<file path="src/rtl/ahbl_cmd_master.sv">
// AHB-Lite command master: one queued command becomes SINGLE/INCR transfers.
// Write beats are pulled from a local source, read beats pushed to a sink.
module ahbl_cmd_master #(
  parameter int AHB_AWIDTH = 32,
  parameter int AHB_DWIDTH = 32
) (
  input  logic                  HCLK,
  input  logic                  HRESETN,
  input  logic                  cmd_valid,
  output logic                  cmd_ready,
  input  logic                  cmd_write,
  input  logic [AHB_AWIDTH-1:0] cmd_addr,
  input  logic [2:0]            cmd_size,
  input  logic [4:0]            cmd_len,
  output logic                  wdata_rd,
  input  logic [AHB_DWIDTH-1:0] wdata,
  output logic                  rdata_valid,
  output logic [AHB_DWIDTH-1:0] rdata,
  output logic                  done,
  output logic                  err,
  output logic [AHB_AWIDTH-1:0] HADDR,
  output logic [1:0]            HTRANS,
  output logic                  HWRITE,
  output logic [2:0]            HSIZE,
  output logic [2:0]            HBURST,
  output logic [AHB_DWIDTH-1:0] HWDATA,
  input  logic [AHB_DWIDTH-1:0] HRDATA,
  input  logic                  HREADY,
  input  logic [1:0]            HRESP
);

  typedef enum logic [1:0] {
    S_IDLE,
    S_XFER,
    S_LAST,
    S_ERR2
  } state_t;

  localparam logic [1:0] T_IDLE = 2'b00;
  localparam logic [1:0] T_NSEQ = 2'b10;
  localparam logic [1:0] T_SEQ  = 2'b11;
  localparam logic [1:0] R_OKAY = 2'b00;
  localparam logic [1:0] R_ERR  = 2'b01;

  state_t                  state_q, state_d;
  logic [AHB_AWIDTH-1:0]   haddr_q, haddr_d;
  logic [1:0]              htrans_q, htrans_d;
  logic                    hwrite_q, hwrite_d;
  logic [2:0]              hsize_q, hsize_d;
  logic [2:0]              hburst_q, hburst_d;
  logic [4:0]              beats_q, beats_d;
  logic                    dph_q, dph_d;
  logic [AHB_DWIDTH-1:0]   rdata_q, rdata_d;
  logic                    rvld_q, rvld_d;
  logic                    done_q, done_d;
  logic                    err_q, err_d;

  logic [AHB_AWIDTH-1:0]   nxt_addr;
  logic                    addr_ok;
  logic                    bad_cmd;
  logic                    dp_err;
  logic                    rd_ok;

  always_comb begin
    state_d  = state_q;
    haddr_d  = haddr_q;
    htrans_d = htrans_q;
    hwrite_d = hwrite_q;
    hsize_d  = hsize_q;
    hburst_d = hburst_q;
    beats_d  = beats_q;
    dph_d    = dph_q;
    rdata_d  = rdata_q;
    rvld_d   = 1'b0;
    done_d   = 1'b0;
    err_d    = 1'b0;

    unique case (cmd_size)
      3'd0:    addr_ok = 1'b1;
      3'd1:    addr_ok = ~cmd_addr[0];
      3'd2:    addr_ok = (cmd_addr[1:0] == 2'b00);
      default: addr_ok = 1'b0;
    endcase
    bad_cmd = ~addr_ok
            | (cmd_len == 5'd0)
            | (cmd_len > 5'd16);

    nxt_addr = haddr_q + (AHB_AWIDTH'(1) << hsize_q);
    dp_err   = (HRESP == R_ERR) & ~HREADY;
    rd_ok    = HREADY & (HRESP == R_OKAY) & ~hwrite_q;

    unique case (state_q)
      S_IDLE: begin
        if (cmd_valid) begin
          if (bad_cmd) begin
            done_d = 1'b1;
            err_d  = 1'b1;
          end else begin
            haddr_d  = cmd_addr;
            htrans_d = T_NSEQ;
            hwrite_d = cmd_write;
            hsize_d  = cmd_size;
            hburst_d = (cmd_len == 5'd1) ? 3'b000 : 3'b001;
            beats_d  = cmd_len - 5'd1;
            dph_d    = 1'b0;
            state_d  = S_XFER;
          end
        end
      end
      S_XFER: begin
        if (dph_q && dp_err) begin
          htrans_d = T_IDLE;
          state_d  = S_ERR2;
        end else if (HREADY) begin
          if (dph_q && rd_ok) begin
            rdata_d = HRDATA;
            rvld_d  = 1'b1;
          end
          dph_d = 1'b1;
          if (beats_q != 5'd0) begin
            haddr_d  = nxt_addr;
            // a 1KB boundary restarts the burst
            htrans_d = (nxt_addr[9:0] == 10'd0) ? T_NSEQ : T_SEQ;
            beats_d  = beats_q - 5'd1;
          end else begin
            htrans_d = T_IDLE;
            state_d  = S_LAST;
          end
        end
      end
      S_LAST: begin
        if (dp_err) begin
          state_d = S_ERR2;
        end else if (HREADY) begin
          if (rd_ok) begin
            rdata_d = HRDATA;
            rvld_d  = 1'b1;
          end
          done_d  = 1'b1;
          state_d = S_IDLE;
        end
      end
      S_ERR2: begin
        if (HREADY) begin
          done_d  = 1'b1;
          err_d   = 1'b1;
          state_d = S_IDLE;
        end
      end
    endcase
  end

  always_ff @(posedge HCLK or negedge HRESETN) begin
    if (!HRESETN) begin
      state_q  <= S_IDLE;
      haddr_q  <= '0;
      htrans_q <= T_IDLE;
      hwrite_q <= 1'b0;
      hsize_q  <= 3'd0;
      hburst_q <= 3'd0;
      beats_q  <= 5'd0;
      dph_q    <= 1'b0;
      rdata_q  <= '0;
      rvld_q   <= 1'b0;
      done_q   <= 1'b0;
      err_q    <= 1'b0;
    end else begin
      state_q  <= state_d;
      haddr_q  <= haddr_d;
      htrans_q <= htrans_d;
      hwrite_q <= hwrite_d;
      hsize_q  <= hsize_d;
      hburst_q <= hburst_d;
      beats_q  <= beats_d;
      dph_q    <= dph_d;
      rdata_q  <= rdata_d;
      rvld_q   <= rvld_d;
      done_q   <= done_d;
      err_q    <= err_d;
    end
  end

  assign cmd_ready   = (state_q == S_IDLE);
  assign wdata_rd    = (state_q == S_XFER) & htrans_q[1]
                     & HREADY & hwrite_q;
  assign rdata_valid = rvld_q;
  assign rdata       = rdata_q;
  assign done        = done_q;
  assign err         = err_q;
  assign HADDR       = haddr_q;
  assign HTRANS      = htrans_q;
  assign HWRITE      = hwrite_q;
  assign HSIZE       = hsize_q;
  assign HBURST      = hburst_q;
  assign HWDATA      = wdata;

endmodule

</file>
<file path="config.mk">
export PLATFORM = sky130hd
export DESIGN_NAME = ahbl_cmd_master
export DESIGN_NICKNAME = d
export VERILOG_FILES = /design/src/rtl/ahbl_cmd_master.sv
export SDC_FILE = /design/constraint.sdc
export NUM_CORES = 1
export LEC_CHECK = 0
export ABC_AREA = 1
export BUFFER_PORTS_ARGS = -buffer_cell sky130_fd_sc_hd__buf_2
export CAP_MARGIN = 20
export CORE_MARGIN = 10
export CORE_UTILIZATION = 50
export CTS_CLUSTER_DIAMETER = 150
export CTS_CLUSTER_SIZE = 24
export DETAILED_ROUTE_END_ITERATION = 8
export PLACE_DENSITY = 0.85
export SYNTH_ARGS = -nofsm -noshare
export SYNTH_HDL_FRONTEND = slang
export SYNTH_SLANG_ARGS = --single-unit
</file>
<file path="constraint.sdc">
create_clock -name HCLK -period 6 [get_ports HCLK]
set_input_delay 0.3 -clock HCLK [delete_from_list [all_inputs] [get_ports HCLK]]
set_output_delay 0.3 -clock HCLK [all_outputs]
set_load 0.1 [all_outputs]
</file>
## Word-level counts from Yosys, hierarchy flattened

Cells that the tools add are included.

- Bits in registers: 84
- Word-level logic and storage cells: 119
- Output and inout port bits: 110
- Bits of input ports: 111

- Shifts and indexed selects: 1
- Reductions and logical operators: 17
- Bitwise logic cells: 13
- Equal/unequal tests: 18
- Add/sub/neg operators: 3
- Mux-type cells: 54
- $lt $le $gt $ge: 1

Operators by type and width:

| operator | number |
|---|---|
| two-way mux 32 bit | 11 |
| one-hot mux 32 bit (2 select lines) | 2 |
| adder 32 bit | 1 |
| << shifter 1 x 3 -> 32 bit, first input constant | 1 |
| two-way mux 5 bit | 5 |
| two-way mux 2 bit | 12 |
| != test 2 bit, second input constant | 9 |
| two-way mux 1 bit | 16 |
| logical NOT 10 bit | 1 |
| one-hot mux 5 bit (2 select lines) | 1 |
| subtractor 5 x 1 -> 5 bit, second input constant | 2 |
| one-hot mux 2 bit (4 select lines) | 1 |
| AND reduction 4 bit | 2 |
| AND reduction 7 bit | 1 |
| bitwise AND 1 bit | 6 |
| logical NOT 2 bit | 3 |
| != test 3 bit, second input constant | 2 |
| one-hot mux 1 bit (2 select lines) | 3 |
| one-hot mux 1 bit (3 select lines) | 2 |
| AND reduction 6 bit | 1 |
| == test 5 x 1 -> 1 bit, second input constant | 1 |
| > comparator 5 bit, second input constant | 1 |
| logical NOT 5 bit | 1 |
| NOT 1 bit | 5 |
| 12 further kinds | 17 |

## Longest topological paths before layout

Gate-level depths: netlist (run 1).

- Depth after elaboration: 8
- Gate-level depth with buffers: 15
- Mapped depth without buffers: 15

## Least setup slack after synthesis (run 1)

No wires, ideal clock.

- Path kind: reg-to-output
- Start point: reg state_q[1]
- End point: out wdata_rd
- Data required time: 5.700 ns
- Path slack: 3.095 ns
- Arrival: 2.605 ns
- Buffers on the path: 2
- Stages on the path, launching flop included: 7
- Cell sequence: dfrtp_1 -> inv_1 -> ha_1 -> buf_2 -> buf_1 -> nand3_1 -> nor2_1

- Cells in the longest elaborated chain, start to end: 4

RTL lines:

| element | RTL line | source |
|---|---|---|
| from (decl) | 45 | `state_t state_q, state_d;` |
| from (signal assigned) | 168 | `state_q <= state_d;` |
| == test 2 x 1 -> 1 bit | 184 | `assign wdata_rd = (state_q == S_XFER) & htrans_q[1]` |
| bitwise AND 1 bit | 184 |  |
| bitwise AND 1 bit (2 in a row) | 185 | `& HREADY & hwrite_q;` |
| to (decl) | 15 | `output logic wdata_rd,` |

No other way between the ends.

## Worst setup path in the final report (run 1)

- Start point: reg state_q[1]
- End point: reg beats_q[1]

- Cells in the longest elaborated chain, start to end: 3
- Elaborated cells between the ends (all ways): 10
- Those cells by class: 6 x eq/ne; 1 x mux; 3 x reduce/logical

RTL lines:

| element | RTL line | source |
|---|---|---|
| == test 2 x 1 -> 1 bit / logical NOT 2 bit (equally long branches) | 92 | `unique case (state_q)` |
| != test 2 bit (no line) / nonzero test 2 bit (equally long branches) | -- |  |
| AND reduction 6 bit (no line) | -- |  |
| to (signal assigned) | 174 | `beats_q <= beats_d;` |
| to (decl) | 51 | `logic [4:0] beats_q, beats_d;` |

Several ways; a longest one is shown, not always the timed one.
A chain may end at the register's enable or synchronous reset.

==> impl_metrics.ini, run 1 <==
[routing]
detailroute.via_count = 5407
vias_per_cell = 5.18
drt_iter0_drc = 482
ant_nets = 0
drcViolationCount = 0
wire_per_inst_um = 15.4
drt-total-wl_um = 16000
detailedRoute.firstPassIterationCount = 5

[global_routing]
grt_start_max_net_pins = 83
overflow = 0
global_route.usage.total_pct = 19.3
grt_antenna_before_repair = 0
wire_length_of_the_first_global_routing_pass_um = 25600
grt_pass1_vias = 5219

[timing]
final.setup_skew_ps = 8.39
finalSetupViolCount = 0
report.final.slew_viol_count = 0
finalWorstPathRequiredPeriod_ps = 3290
tightest_slew_ps = 1050
hold_viol = 0
final_min_period_over_clock_period_pct = 54.9
grt_setup_unrepaired = no
totalNegativeSetupSlack_ps = 0
achievable-frequency_mhz = 304
slew_headroom_pct = 30.1

[clock_network]
number_of_cells_upsized_or_downsized_after_cts = 0
clock-sinks = 82
cts_max_level = 3
cts.path.max_buffers = 2
tritoncts = built
clk_pin_slew_ps = 60
numCtsBuffers = 9
clock_tree.root_cell = clkbuf_16
worstSkewPairLatency_ps = 340

[worst_hold_path]
timing.hold.worst_path_depth = 3
hp-class = in2reg

[worst_setup_path]
crit_path_top_delay_cell = ha_2
worstPathCellList = inv_1 -> ha_2 -> buf_4 -> nor2_1 -> inv_1 -> nand2_1 -> a21oi_2 -> nand2_4 -> inv_4 -> o21ai_0 -> o21ai_1
worst_ep_arrival_time_ps = 3550
crit_top_cell = inv_1
rr_worst_depth = 11
crit_type = reg2reg
worst_path_maximum_fanout = 55
cp.required_ps = 6260
cp-start-kind = register
critical-path-max-stage-delay_ps = 890
crit_path_capture_type = register

[logic_synthesis]
mappedNetlistArea_um2 = 5640
synth_sequential_area_ratio_pct = 36.4
syn_inst = 782
ys_types = 38
synth-edff-count = 0
synthFlopType = dfrtp_1
synth-seq-cells = 82
syn_area_per_cell_um2 = 7.21
ys_warn_count = 0
async_flop_share_pct = 100

[placed_design]
gp_routability_congestion = 0.961
io_buffers = 154
placed_cell_area_um2 = 6210
detailed_place_hpwl_um = 12100

[finish]
finalNetCount = 1025
mostFrequentLayoutCells = nand2_1, buf_2, nor2_1
areaGrowthSynthToFinish_pct = 17.1
final_common_cell = nand2_1
final_cell_area_um2 = 6610
drive_gt1_share_pct = 24.9
antenna_cells = 0

[die]
core_area_um2 = 10900
floorplan.die.height_um = 126
rows = 38
dieArea_um2 = 15900
floorplan.die.width_um = 126
pin_count = 221
floorplan.initialDensity_pct = 51.6

[job]
maxCapViolations = 0

[status]
status = finished, final reports clean
## stage by stage
stage	utilization, %	hold WS [ps]	std cells	setup slack [ps]
2_1_floorplan	-	4.41	783	3100
5_1_grt	60.4	173	1043	2390
3_3_place_gp	56.8	463	1025	2830
4_1_cts	60.1	161	1041	2730
3_5_place_dp	56.8	467	1025	2760
6_report	60.4	171	1043	2710
## layer usage
metal,global-route usage [%],vias up,share of wire [%]
met1,22.7,2466,40
met5,0,-,0
met3,5.70,34,8.7
met4,6.16,0,2.2
li1,-,2695,-
met2,32.9,212,50
## cell usage after synthesis, types with 2 or more instances
master	instances	area share (%)
a21oi_1	6	0.53
buf_1	3	0.20
buf_2	3	0.27
buf_4	36	4.8
buf_6	7	1.4
clkbuf_1	4	0.27
dfrtp_1	82	36
ha_1	15	3.3
inv_1	83	5.5
inv_2	2	0.13
mux2_2	29	5.8
mux2_4	3	0.80
nand2_1	239	16
nand2_2	3	0.33
nand2_4	2	0.40
nand3_1	75	6.7
nand3b_1	9	1.2
nand4_1	10	1.1
nor2_1	94	6.3
nor2_2	5	0.55
nor3_1	14	1.2
o211ai_1	7	0.93
o21ai_0	23	2.0
o21ai_1	11	0.98
o21ai_2	2	0.31
xnor2_1	2	0.31
xor2_1	2	0.31
## area by class of cell
class	instances	area [um2]
fill	1017	4330
inverter	86	325
sequential	82	2050
clock inverter	7	130
timing repair buffer	157	818
clock buffer	9	225
tap	140	175
multi-input combinational	562	2880
## path summary, 6_finish.rpt
| path | from | endpoint | slack [ps] |
|---|---|---|---|
| worst max-delay path | state_q[1] | beats_q[1] | 2710 |
| worst min-delay path | cmd_write | HWRITE | 170 |
| worst max register to register | state_q[1] | beats_q[1] | 2710 |
| worst min register to register | HTRANS[0] | HTRANS[0] | 480 |
| max in group asynchronous | HRESETN | HADDR[29] | 4990 |
| min in group asynchronous | HRESETN | HSIZE[2] | 400 |
## timing repair
item / in CTS / in global routing
hold buffers: 0 / 1
hold endpoints to repair: 0 / 20
setup buffers: 0 / 0
## worst max-delay path, delay by kind of cell, from the launching register on
family | cells | cell delay (ps)
compound gates | 3 | 390
fa+ha+maj | 1 | 890
buf+inv | 4 | 990
flops | 1 | 410
simple gates | 3 | 500
## sequential cells by signal, indices dropped and copies added, names as in the netlist
register	cells
dph_q	1
err	1
HTRANS	2
HBURST	1
rdata	32
state_q	2
HADDR	32
HWRITE	1
rdata_valid	1
done	1
HSIZE	3
beats_q	5
## cells by family (layout without fill, tap and decap cells)
group                      count (synthesis)  after routing  synth area share [%]
other                                      1              2                0.0665
adders and majority gates                 16             16                  3.68
DFF                                       82             82                  36.4
AOI/OAI and AO/OA                         52             52                  5.19
muxes                                     32             32                  6.59
and+or+nand+nor                          456            456                  34.8
xor gates and xnor gates                   4              4                 0.621
buffers and inverters                    139            259                  12.7
Power of run 1 is not shown: default switching activity piles up to over one toggle a cycle in this logic, so the estimate is an artifact.
==> run 2, diff against run 1 <==
- CORE_UTILIZATION: 50 -> 45
- PLACE_DENSITY: 0.85 -> 0.81
- clock period: 6 -> 2.9 ns (I/O delays scaled with it)
==> run 2 against run 1 <==
Net effect:
- global-route usage is 1.2 points lower
- clock skew is 2.5 ps lower
- die area grew 9.3%
- via count decreased by 1.9%
- hold slack worse by 160 ps
- non-clock buffer count up 2
- highest routed layer is now met5
- routed wire length is 1.1% lower
- register-to-register slack worse by 2200 ps
- sequential cell count did not move
- maximum frequency rose by 38%
- cell area grew 0.45%
- clock-buffer cell count is 1 higher
==> impl_metrics.ini, run 2 (synthesis results as in run 1) <==
[timing]
hold_viol = 0
finalWorstPathRequiredPeriod_ps = 2380
tightest_slew_ps = 770
grt_setup_unrepaired = no
slew_headroom_pct = 48.5
achievable-frequency_mhz = 420
final.setup_skew_ps = 5.86
final_min_period_over_clock_period_pct = 82.0
report.final.slew_viol_count = 0
holdWs_ps = 10.5
setup_slack_ps = 521
finalSetupViolCount = 0
totalNegativeSetupSlack_ps = 0

[die]
floorplan.die.width_um = 132
floorplan.die.height_um = 132
pin_count = 221
dieArea_um2 = 17400
core_area_um2 = 12200
floorplan.initialDensity_pct = 46.4
rows = 40

[clock_network]
clock_tree.root_cell = clkbuf_16
clock-sinks = 82
clk_pin_slew_ps = 60
worstSkewPairLatency_ps = 350
cts_max_level = 3
number_of_cells_upsized_or_downsized_after_cts = 0
cts.path.max_buffers = 2
numCtsBuffers = 9
tritoncts = built

[global_routing]
overflow = 0
grt_pass1_vias = 5285
grt_start_max_net_pins = 83
wire_length_of_the_first_global_routing_pass_um = 26100
grt_antenna_before_repair = 1
global_route.usage.total_pct = 18.1

[placed_design]
gp_routability_congestion = 0.938
detailed_place_hpwl_um = 12400
io_buffers = 154
pre_cts_ws_ps = 588

[routing]
ant_nets = 0
detailedRoute.firstPassIterationCount = 5
drcViolationCount = 0
detailroute.via_count = 5305
drt-total-wl_um = 15900
wire_per_inst_um = 14.8
vias_per_cell = 4.94
drt_iter0_drc = 342

[worst_setup_path]
rr_worst_depth = 13
crit_path_capture_type = register
kind_of_cell_with_the_highest_combined_delay_on_the_critical_path = simple AND/OR/NAND/NOR gates
crit_type = reg2reg
cp-start-kind = register
crit_buf_inv = 2
worst-r2r-setup-slack_ps = 520
worst_path_maximum_fanout = 6
crit_top_cell = nand2_1
cp.required_ps = 3140
endpoint_of_the_worst_register_to_register_path = HADDR[13]
worstPathCellList = inv_1 -> nor3_1 -> ha_1 -> nand2_1 -> nand2_1 -> a21boi_0 -> inv_1 -> nand2_1 -> nand2_1 -> nand2_1 -> nand3_1 -> nand2_1 -> o21ai_2
worst_ep_arrival_time_ps = 2610
worstReg2RegStart = HSIZE[1]
crit_path_top_delay_cell = dfrtp_1
critical-path-max-stage-delay_ps = 450
timing.critical_path.from = HSIZE[1]

[status]
status = finished, final reports clean

[finish]
mostFrequentLayoutCells = nand2_1, buf_2, nor2_1
finalNetCount = 1027
antenna_cells = 0
drive_gt1_share_pct = 25.1
areaGrowthSynthToFinish_pct = 17.6
final_common_cell = nand2_1
layout.core_utilization_pct = 54.6

[worst_hold_path]
whs_endpoint = HWRITE
hp-class = in2reg
worstHoldStart = cmd_write
timing.hold.worst_path_depth = 3

[job]
maxCapViolations = 0
==> run 2: per-layer routing <==
| layer | vias up | track usage [%] | part of all wire (%) |
|---|---|---|---|
| met1 | 2421 | 22.3 | 44 |
| met3 | 21 | 4.31 | 5.6 |
| met4 | 2 | 6.43 | 1.7 |
| met5 | - | 0 | 0.082 |
| li1 | 2702 | - | - |
| met2 | 159 | 30.1 | 49 |
==> run 2: worst max-delay path by stage <==
| stage | cells after the start | end |
|---|---|---|
| 6_report | 13 | HADDR[13] |
| 2_1_floorplan | 6 | wdata_rd |
| 4_1_cts | 13 | HTRANS[0] |
| 3_5_place_dp | 13 | HTRANS[0] |
| 5_1_grt | 13 | HADDR[13] |
| 3_3_place_gp | 13 | HADDR[13] |
==> run 2: layout make-up <==
type | instances | area (um2)
tap | 168 | 210
multi-input combinational | 562 | 2880
sequential | 82 | 2050
fill | 1175 | 5530
inverter | 86 | 325
timing repair buffer | 159 | 833
clock inverter | 6 | 96.3
clock buffer | 10 | 239
==> run 2: repair_timing <==
item / CTS / global route
hold buffers: 0 / 1
endpoints found under the hold margin: 0 / 28
buffers inserted: 0 / 0
setup endpoints to repair: 0 / 0
==> run 2: worst min-delay path: stages <==
cell and delay, ps:
buf_2 70, nand2_1 40, o21ai_0 60
==> run 2: per-stage QoR <==
stage / instances / instance area [um2]
detailed placement: 1055 / 6260
global route: 1073 / 6640
floorplan: 783 / 5650
finish: 1073 / 6640
CTS: 1071 / 6600
global placement: 1055 / 6260
Power of run 2 is left out for the same reason.
==> run 3, diff against run 2 <==
- CORE_UTILIZATION: 45 -> 50
- PLACE_DENSITY: 0.81 -> 0.85
- clock period: 2.9 -> 2.3 ns (I/O delays scaled with it)
==> run 3 against run 2 <==
Net effect:
- routed wire length rose by 5.9%
- utilization rose by 10 points
- setup slack got worse by 530 ps
- global-route usage rose by 2.6 points
- the run now ends with setup timing left
- cell area rose by 7.0%
- sequential cell count did not move
- critical path depth did not move
- via count rose by 5.2%
- final cell count rose by 1.5%
- critical path type unchanged
- clock skew rose by 0.90 ps
==> impl_metrics.ini, run 3 (synthesis results as in run 1) <==
[status]
status = finished with violations
failed_checks = setup timing

[die]
pin_count = 221
floorplan.die.height_um = 126
core_area_um2 = 10900
floorplan.die.width_um = 126
rows = 38
floorplan.initialDensity_pct = 51.6
dieArea_um2 = 15900

[finish]
mostFrequentLayoutCells = nand2_1, buf_2, nor2_1
drive_gt1_share_pct = 30.0
final_common_cell = nand2_1
finalNetCount = 1071
areaGrowthSynthToFinish_pct = 25.8
antenna_cells = 0

[global_routing]
wire_length_of_the_first_global_routing_pass_um = 26900
grt_pass1_vias = 5397
grt_antenna_before_repair = 0
global_route.usage.total_pct = 20.7
grt_start_max_net_pins = 57
overflow = 0

[routing]
vias_per_cell = 5.12
drcViolationCount = 0
detailedRoute.firstPassIterationCount = 7
drt-total-wl_um = 16800
ant_nets = 0
drt_iter0_drc = 360
wire_per_inst_um = 15.4
detailroute.via_count = 5581

[worst_hold_path]
hp-class = in2reg
worstHoldStart = HRDATA[29]

[worst_setup_path]
worstPathCellList = nor3_2 -> ha_2 -> fa_2 -> inv_2 -> nand2_2 -> nor2_2 -> nand3_1 -> nor2_1 -> nand2_1 -> nor2_2 -> nand2_1 -> nand2_1 -> nand2_1
worstReg2RegStart = HSIZE[2]
worst_path_maximum_fanout = 7
worst-r2r-setup-slack_ps = -9
crit_buf_inv = 1
crit_top_cell = nand2_1
crit_path_capture_type = register
kind_of_cell_with_the_highest_combined_delay_on_the_critical_path = simple AND/OR/NAND/NOR gates
critical-path-max-stage-delay_ps = 530
crit_type = reg2reg
cp-start-kind = register
timing.critical_path.from = HSIZE[2]
cp.required_ps = 2540
crit_path_top_delay_cell = dfrtp_4
worst_ep_arrival_time_ps = 2550

[timing]
hold_viol = 0
final.setup_skew_ps = 6.76
finalWorstPathRequiredPeriod_ps = 2310
grt_setup_unrepaired = yes
achievable-frequency_mhz = 433
setup_slack_ps = -9.26
holdWs_ps = 10.4
final_min_period_over_clock_period_pct = 100
finalSetupViolCount = 1
report.final.slew_viol_count = 0
slew_headroom_pct = 49.9
tightest_slew_ps = 751

[clock_network]
clk_pin_slew_ps = 60
clock-sinks = 82
clock_tree.root_cell = clkbuf_16
cts.path.max_buffers = 2
numCtsBuffers = 9
tritoncts = built
cts_max_level = 3
worstSkewPairLatency_ps = 350

[placed_design]
io_buffers = 154
gp_routability_congestion = 0.975
detailed_place_hpwl_um = 12800

[job]
maxCapViolations = 0
## run 3: cell types whose count changed in the layout (fill, tap and decap cells not counted), sizes merged
cell         previous run  this run
dlygate4sd3             1        30
buf                   158       172
clkinv                  1         3
bufinv                  2         1
clkbuf                 10        11
inv                    88        87
## run 3: final cells by class
| cell class | count | area (um2) |
|---|---|---|
| Timing Repair Buffer | 203 | 1240 |
| Tap cell | 140 | 175 |
| Clock inverter | 6 | 65.1 |
| Clock buffer | 10 | 229 |
| Sequential cell | 82 | 2070 |
| Multi-Input combinational cell | 562 | 2990 |
| Fill cell | 985 | 3840 |
| Inverter | 86 | 325 |
## run 3: repair_timing
item / in CTS / in global routing
resized for setup: 1 / 38
hold buffers: 29 / 1
endpoints found under the setup margin: 6 / 26
pin swaps: 0 / 16
setup buffers: 0 / 6
hold endpoints to repair: 82 / 1
## run 3: stage by stage
step                      setup WS (ps)  util (%)  cell area [um2]  std cells  setup TNS (ps)
after global routing               -120      64.9             7100       1089            -861
after floorplan                    2.24         -             5670        783               0
after CTS                         -12.0      63.4             6930       1082           -16.9
final                             -9.26      64.9             7100       1089           -9.26
after global placement            -2.94      58.1             6350       1037           -2.94
after detailed placement          -40.4      58.1             6350       1037           -43.4
## run 3: final timing paths
| path | cells after the start | endpoint |
|---|---|---|
| setup / recovery | 13 | HTRANS[0] |
| hold / removal | 2 | rdata[29] |
| setup reg to reg | 13 | HTRANS[0] |
| hold reg to reg | 2 | HBURST[0] |
| max in group asynchronous | 3 | rdata[28] |
| min in group asynchronous | 2 | HADDR[0] |
## run 3: per-layer routing
metal	share of wire [%]	vias to the layer above	GRT usage, %
met1	39	2578	23.9
met5	0	-	0
met4	2.0	0	6.76
li1	-	2778	-
met3	7.4	25	6.29
met2	52	200	35.7
Power of run 3 is left out for the same reason.
